[src/rtl/serial_frame_deser_pkg.sv]
// Shared types and constants for the serial frame deserializer.
package serial_pkg;

    typedef enum logic [1:0] {
        IDLE,
        DATA,
        PARITY,
        STOP
    } state_e;

    localparam logic START_BIT  = 1'b1;
    localparam logic STOP_BIT   = 1'b0;
    localparam logic IDLE_LEVEL = 1'b0;

    // Counter must be able to hold the value DATA_W itself.
    function automatic int cnt_width(input int data_w);
        return $clog2(data_w + 1);
    endfunction

endpackage

[src/rtl/serial_frame_deser_if.sv]
// Serial input stream plus word/status outputs of the deserializer.
// The slave modport is the deserializer side; the master is its environment.
interface serial_frame_deser_if #(parameter int DATA_W = 4);

    logic              bit_valid;
    logic              bit_in;
    logic              out_ready;
    logic [DATA_W-1:0] out_data;
    logic              out_valid;
    logic              frame_err;
    logic              overrun;
    logic              parity_err;
    logic              busy;

    modport master (
        output bit_valid, bit_in, out_ready,
        input  out_data, out_valid, frame_err, overrun, parity_err, busy
    );

    modport slave (
        input  bit_valid, bit_in, out_ready,
        output out_data, out_valid, frame_err, overrun, parity_err, busy
    );

endinterface

[src/rtl/serial_frame_deser_out_buf.sv]
// Single-entry valid/ready holding register; drop pulses when a load hits a full, stalled buffer.
module frame_out_buf #(
    parameter int DATA_W = 4
) (
    input  logic              clk,
    input  logic              rst,
    input  logic              load,
    input  logic [DATA_W-1:0] load_data,
    input  logic              out_ready,
    output logic [DATA_W-1:0] out_data,
    output logic              out_valid,
    output logic              drop
);

    logic [DATA_W-1:0] data_q, data_d;
    logic              valid_q, valid_d;
    logic              drop_q, drop_d;

    // A handshake in the same cycle as a load frees the slot for the new word.
    always_comb begin
        data_d  = data_q;
        valid_d = valid_q;
        drop_d  = 1'b0;
        if (valid_q && out_ready) begin
            valid_d = 1'b0;
        end
        if (load) begin
            if (!valid_q || out_ready) begin
                data_d  = load_data;
                valid_d = 1'b1;
            end else begin
                drop_d = 1'b1;
            end
        end
    end

    always_ff @(posedge clk) begin
        if (rst) begin
            data_q  <= '0;
            valid_q <= 1'b0;
            drop_q  <= 1'b0;
        end else begin
            data_q  <= data_d;
            valid_q <= valid_d;
            drop_q  <= drop_d;
        end
    end

    assign out_data  = data_q;
    assign out_valid = valid_q;
    assign drop      = drop_q;

endmodule

[src/rtl/serial_frame_deser.sv]
// Start/stop framed serial-to-parallel deserializer, LSB first.
// Optional even-parity bit enabled by defining SERIAL_DESER_PARITY_EN.
module serial_frame_deser
    import serial_pkg::*;
#(
    parameter int DATA_W = 4
) (
    input logic                 clk,
    input logic                 rst,
    serial_frame_deser_if.slave bus
);

    localparam int CNT_W = cnt_width(DATA_W);

    state_e            state_q, state_d;
    logic [CNT_W-1:0]  cnt_q, cnt_d;
    logic [DATA_W-1:0] shreg_q, shreg_d;
    logic              frame_err_q, frame_err_d;
    logic              load;
`ifdef SERIAL_DESER_PARITY_EN
    logic              parity_q, parity_d;
    logic              parity_err_q, parity_err_d;
`endif

    // Shifting in from the top leaves the first data bit in bit 0 after DATA_W bits.
    always_comb begin
        state_d     = state_q;
        cnt_d       = cnt_q;
        shreg_d     = shreg_q;
        frame_err_d = 1'b0;
        load        = 1'b0;
`ifdef SERIAL_DESER_PARITY_EN
        parity_d     = parity_q;
        parity_err_d = 1'b0;
`endif
        if (bus.bit_valid) begin
            case (state_q)
                IDLE: begin
                    if (bus.bit_in == START_BIT) begin
                        state_d = DATA;
                        cnt_d   = '0;
                    end
                end
                DATA: begin
                    shreg_d = {bus.bit_in, shreg_q[DATA_W-1:1]};
                    cnt_d   = cnt_q + CNT_W'(1);
                    if (cnt_q == CNT_W'(DATA_W - 1)) begin
`ifdef SERIAL_DESER_PARITY_EN
                        state_d = PARITY;
`else
                        state_d = STOP;
`endif
                    end
                end
`ifdef SERIAL_DESER_PARITY_EN
                PARITY: begin
                    parity_d = bus.bit_in;
                    state_d  = STOP;
                end
`endif
                STOP: begin
                    state_d     = IDLE;
                    frame_err_d = (bus.bit_in != STOP_BIT);
`ifdef SERIAL_DESER_PARITY_EN
                    parity_err_d = ^{shreg_q, parity_q};
                    load         = !frame_err_d && !parity_err_d;
`else
                    load         = !frame_err_d;
`endif
                end
                default: state_d = IDLE;
            endcase
        end
    end

    always_ff @(posedge clk) begin
        if (rst) begin
            state_q     <= IDLE;
            cnt_q       <= '0;
            shreg_q     <= {DATA_W{IDLE_LEVEL}};
            frame_err_q <= 1'b0;
`ifdef SERIAL_DESER_PARITY_EN
            parity_q     <= 1'b0;
            parity_err_q <= 1'b0;
`endif
        end else begin
            state_q     <= state_d;
            cnt_q       <= cnt_d;
            shreg_q     <= shreg_d;
            frame_err_q <= frame_err_d;
`ifdef SERIAL_DESER_PARITY_EN
            parity_q     <= parity_d;
            parity_err_q <= parity_err_d;
`endif
        end
    end

    frame_out_buf #(.DATA_W(DATA_W)) u_out_buf (
        .clk       (clk),
        .rst       (rst),
        .load      (load),
        .load_data (shreg_q),
        .out_ready (bus.out_ready),
        .out_data  (bus.out_data),
        .out_valid (bus.out_valid),
        .drop      (bus.overrun)
    );

    assign bus.frame_err = frame_err_q;
    assign bus.busy      = (state_q != IDLE);
`ifdef SERIAL_DESER_PARITY_EN
    assign bus.parity_err = parity_err_q;
`else
    assign bus.parity_err = 1'b0;
`endif

endmodule

[src/flat_wrapper.sv]
// flat-port wrapper written by rule: the top's interface ports become plain ports
module serial_frame_deser_flat import serial_pkg::*;
#(
    parameter int DATA_W = 4
)
  (clk, rst, bus_bit_valid, bus_bit_in, bus_out_ready, bus_out_data, bus_out_valid, bus_frame_err, bus_overrun, bus_parity_err, bus_busy);
  serial_frame_deser_if #(.DATA_W(DATA_W)) bus_i ();
  input logic clk;
  input logic rst;
  input wire logic [$bits(bus_i.bit_valid)-1:0] bus_bit_valid;
  input wire logic [$bits(bus_i.bit_in)-1:0] bus_bit_in;
  input wire logic [$bits(bus_i.out_ready)-1:0] bus_out_ready;
  output wire logic [$bits(bus_i.out_data)-1:0] bus_out_data;
  output wire logic [$bits(bus_i.out_valid)-1:0] bus_out_valid;
  output wire logic [$bits(bus_i.frame_err)-1:0] bus_frame_err;
  output wire logic [$bits(bus_i.overrun)-1:0] bus_overrun;
  output wire logic [$bits(bus_i.parity_err)-1:0] bus_parity_err;
  output wire logic [$bits(bus_i.busy)-1:0] bus_busy;
  assign bus_i.bit_valid = bus_bit_valid;
  assign bus_i.bit_in = bus_bit_in;
  assign bus_i.out_ready = bus_out_ready;
  assign bus_out_data = bus_i.out_data;
  assign bus_out_valid = bus_i.out_valid;
  assign bus_frame_err = bus_i.frame_err;
  assign bus_overrun = bus_i.overrun;
  assign bus_parity_err = bus_i.parity_err;
  assign bus_busy = bus_i.busy;
  serial_frame_deser #(.DATA_W(DATA_W)) u_core (.clk(clk), .rst(rst), .bus(bus_i));
endmodule
[config.mk]
export PLATFORM = sky130hd
export DESIGN_NAME = serial_frame_deser_flat
export DESIGN_NICKNAME = d
export VERILOG_FILES = /design/src/rtl/serial_frame_deser_pkg.sv /design/src/rtl/serial_frame_deser_if.sv /design/src/rtl/serial_frame_deser_out_buf.sv /design/src/rtl/serial_frame_deser.sv /design/src/flat_wrapper.sv
export SDC_FILE = /design/constraint.sdc
export NUM_CORES = 1
export LEC_CHECK = 0
export ABC_AREA = 1
export ABC_CLOCK_PERIOD_IN_PS = 2350
export BUFFER_PORTS_ARGS = -buffer_cell sky130_fd_sc_hd__buf_2
export CORE_AREA = 2 2 39 41
export DETAILED_ROUTE_END_ITERATION = 10
export DIE_AREA = 0 0 41 43
export GPL_TIMING_DRIVEN = 1
export HOLD_SLACK_MARGIN = 0.15
export PLACE_DENSITY_LB_ADDON = 0.1
export SLEW_MARGIN = 20
export SYNTH_ARGS = -nofsm -noshare
export SYNTH_HDL_FRONTEND = slang
export SYNTH_HIERARCHICAL = 1
export SYNTH_SLANG_ARGS = --single-unit
[constraint.sdc]
create_clock -name clk -period 2.35 [get_ports clk]
set_clock_uncertainty 0.2 [all_clocks]
set_input_delay 0.705 -clock clk [delete_from_list [all_inputs] [get_ports clk]]
set_output_delay 0.705 -clock clk [all_outputs]
set_load 0.05 [all_outputs]
==> After elaboration in Yosys (flattened, before gate mapping) <==
Cells that the tools add are included.
{ "word_totals": {"in_bits": 5, "regBits": 16, "out_inout_bits": 9} }
{ "op_classes": {"muxes": 11, "eq_ne": 5, "n_addsub": 1, "reduce_logical": 13, "bitwise_logic": 3} }
{ "op_table": {"columns": ["operator", "n"], "rows": [
  ["$mux 1", 6],
  ["$pmux 3 s2", 1],
  ["$reduce_and 3->1", 2],
  ["$mux 2", 2],
  ["$pmux 2 s2", 1],
  ["$reduce_and 2->1", 2],
  ["$reduce_bool 2->1", 2],
  ["$add 3x1->3 const B", 1],
  ["$eq 3x2->1 const B", 1],
  ["$mux 3", 1],
  ["$not 1->1", 3],
  ["$reduce_or 3->1", 1],
  ["$eq 2x1->1 const B", 1],
  ["$eq 2x2->1 const B", 1],
  ["$logic_not 1->1", 2],
  ["$logic_not 2->1", 1],
  ["$ne 2x1->1 const B", 1],
  ["$ne 2x2->1 const B", 1],
  ["$reduce_or 2->1", 1],
  ["$logic_and 1x1->1", 1],
  ["$logic_or 1x1->1", 1]
]} }

==> Depth between registers and ports, before layout <==
{ "logic_depth": {"ltp_word": 5, "depth_mapped": 7, "mapped_depth_nobuf": 7} }

==> Hierarchy <==
The synthesis kept the hierarchy.
{ "modules_own_cells": {"columns": ["mod", "seq_area_each_um2", "cells_each", "area_each_um2", "instances"], "rows": [
  ["serial_frame_deser", 200.2, 63, 461.7, 1],
  ["frame_out_buf", 120.1, 33, 250.2, 1]
]} }

==> Least setup slack after synthesis <==
Ideal clock, no wire load.
{ "synth_timing": {"kind": "register -> output", "startpoint": "register u_core.state_q[0]", "endpoint": "output port bus_busy", "arrival_time_ns": 0.831, "path_stages_with_launch": 3, "slack_ns": 0.614, "path_cell_list": "dfxtp_1 inv_1 nand2_1"} }
{ "synth_between": {"elab_chain_len": 1} }
{ "synth_lines": {"columns": ["element", "line", "rtl"], "rows": [
  ["start, declared", "serial_frame_deser.sv:15", "state_e state_q, state_d;"],
  ["start signal, assigned", "serial_frame_deser.sv:87", "state_q <= state_d;"],
  ["$reduce_bool 2->1", "serial_frame_deser.sv:110", "assign bus.busy = (state_q != IDLE);"],
  ["end, declared", "flat_wrapper.sv:18", "output wire logic [$bits(bus_i.busy)-1:0] bus_busy;"]
]} }
Every way passes these cells.

==> Final worst setup path <==
Ends and elaborated chain as after synthesis.

==> reports/qor.yml <==
path_class: "reg2out"
cpPeakStageDelay_ps: 480
rows: 14
grt-ovfl-total: 0
pin_count: 14
coreArea_um2: 1380
crit_fanout: 6
regArea_um2: 320
critPathLaunchType: "flop"
hold_path_end: "u_core/u_out_buf/out_data[0]"
syn_area_per_cell_um2: 7.42
antenna_found_initial: 0
grt_pass1_wl_um: 1880
holdBufCountCts: 0
nFillCells: 138
static-leakage-power_nw: 0.387
grt_pass1_vias: 496
r2r-start: "u_core/state_q[0]"
post_cts_resized: 0
die-area_um2: 1760
place_hpwl_um: 842
synth.distinct_cells: 18
root_buffer: "clkbuf_4"
cts_made_buffers: 3
numPortBuffers: 12
multiInputGateArea_um2: 324
fp.dieH_um: 43
mappedNetlistArea_um2: 712
rrSetupSlack_ps: 720
maxSlewViolCount: 0
diodes: 0
setup_viol: 0
cts_buffer_depth: 2
crit_buf_inv: 2
grt_max_degree: 11
fin_crit_sh_pct: 89.0
cp_cell_sequence: "inv_1 -> nand2_1 -> buf_2"
stdcell_count: 126
max-vdd-ir-drop_mv: 0.309
fmax_mhz: 478
die_x_um: 41
fin_hold_ws_ps: 284
cts_sinks: 16
dp_cells: 122
place_congestion: 0.851
ys_seq_area_share_pct: 45.0
min_period_ps: 2090
worstPathArrival_ps: 1190
vias: 608
vias_per_cell: 4.83
ant_nets: 0
wl_um: 1160
cp.required_ps: 1440
cp_slowest_cell: "dfxtp_1"
clkSlewWorstSetupHoldPaths_ps: 90
timing.setup.tns_ps: 0
critPathTopFamily: "flip-flops"
drt_first_pass_iters: 3
wl_per_cell_um: 9.18
yosysWarnings: 6
area_growth_pct: 14.2
nets: 118
start_util_pct: 51.4
cts_tree: "yes"
hp-class: "reg2reg"
reg2reg_depth: 5
drt_iter0_markers: 4
min_from: "u_core/u_out_buf/out_data[0]"
report.final.hold_viol_count: 0
netlist_instances: 96
cts.htree.levels: 1
whs_path_depth: 2
drcViolationCount: 0
grt_setup_unrepaired: "no"
ys_seq_elements: 16
cts_setup_buffers: 0
rr_endpoint: "u_core/u_out_buf/out_data[0]"
status: "finished clean"
synthesis.nets: 103
clk_latency_ps: 280
maxCapViolations: 0
worst_pin_slew_ps: 562
drive_gt1_share_pct: 24.5
powerDensity_nw_per_um2: 638
maxSlewHeadroom_pct: 62.4
track_usage_pct: 16.1
crit_path_end_kind: "output port"
worst max-delay path by stage:
stage	to	from	slack, ps	cells past startpoint
after floorplan	bus_busy	u_core/state_q[0]	610	2
after global placement	u_core/u_out_buf/out_data[0]	bus_bit_valid	420	6
after detailed placement	u_core/u_out_buf/out_data[1]	bus_bit_valid	390	6
after CTS	bus_busy	u_core/state_q[0]	260	3
after global routing	bus_busy	u_core/state_q[0]	180	3
final	bus_busy	u_core/state_q[0]	260	3
cell usage after synthesis:
library cell | n | area (µm²)
nor3_2 | 1 | 10.0
inv_2 | 4 | 15.0
dfxtp_1 | 16 | 320
o21ai_1 | 1 | 5.00
conb_1 | 1 | 3.75
buf_4 | 2 | 15.0
nor2_2 | 2 | 12.5
ha_1 | 2 | 25.0
nor2_4 | 2 | 22.5
inv_1 | 10 | 37.5
nand2_4 | 1 | 11.3
nor2_1 | 18 | 67.6
o21a_1 | 1 | 7.51
o21ai_0 | 6 | 30.0
nand2_1 | 14 | 52.6
nand3_1 | 7 | 35.0
nand2_2 | 1 | 6.26
a21oi_1 | 7 | 35.0
placed cells by master (no fill, tap or decap):
cell type and instances:
o21a_1 1, clkbuf_8 1, inv_1 10, clkbuf_4 3
nand2_2 1, buf_2 12, o21ai_0 6, nand2_4 1
a21oi_1 7, nand3_1 7, ha_1 2, nor3_2 1
conb_1 1, nor2_1 18, nand2_1 14, o21ai_1 1
nor2_2 2, nor2_4 2, dfxtp_1 16, inv_2 4
cells by family after synthesis:
group                    after synthesis  share of synthesized area [%]
flip-flops                            16                           45.0
adder cells (fa/ha/maj)                2                           3.51
buffers and inverters                 16                           9.49
other                                  1                          0.527
AO/OA/AOI/OAI                         15                           10.9
AND/OR/NAND/NOR                       46                           30.6
cell type report:
type	instances	area share, %
inverter	14	6.46
timing repair buffer	12	7.38
multi-input combinational	64	39.8
clock buffer	4	4.46
sequential	16	39.4
tap	16	2.46
through the flow:
step	setup slack [ps]	total power [mW]	instance area, µm²	utilization [%]
floorplan	614	0.333	712	-
global placement	420	0.346	777	56.1
detailed placement	389	0.346	777	56.1
CTS	258	0.526	813	58.8
global route	179	0.547	813	58.8
finish	258	0.519	813	58.8
flip-flops by register name, indices dropped and copies added, names as in the netlist:
name / cells
u_core/bus.frame_err: 1
u_core/cnt_q: 3
u_core/shreg_q: 4
u_core/state_q: 2
u_core/u_out_buf/drop: 1
u_core/u_out_buf/out_data: 4
u_core/u_out_buf/out_valid: 1
report_power, final:
| group | total, mW | internal [mW] | switching (mW) |
|---|---|---|---|
| clock | 0.179 | 0.0942 | 0.0844 |
| combinational | 0.0538 | 0.0175 | 0.0363 |
| sequential | 0.286 | 0.280 | 0.00680 |
layer usage:
metal | routed length (µm) | GRT usage (%) | vias to the layer above
met5 | 0 | 0 | -
met4 | 30 | 12.0 | 0
met3 | 41 | 3.14 | 4
met2 | 516 | 24.7 | 13
met1 | 569 | 18.4 | 266
li1 | - | - | 325
worst min-delay path, cell delays in order, from the launching register on:
cell and delay [ps]:
dfxtp_1 330, a21oi_1 40, nor2_1 80
Power figures use the tool's default switching activity.
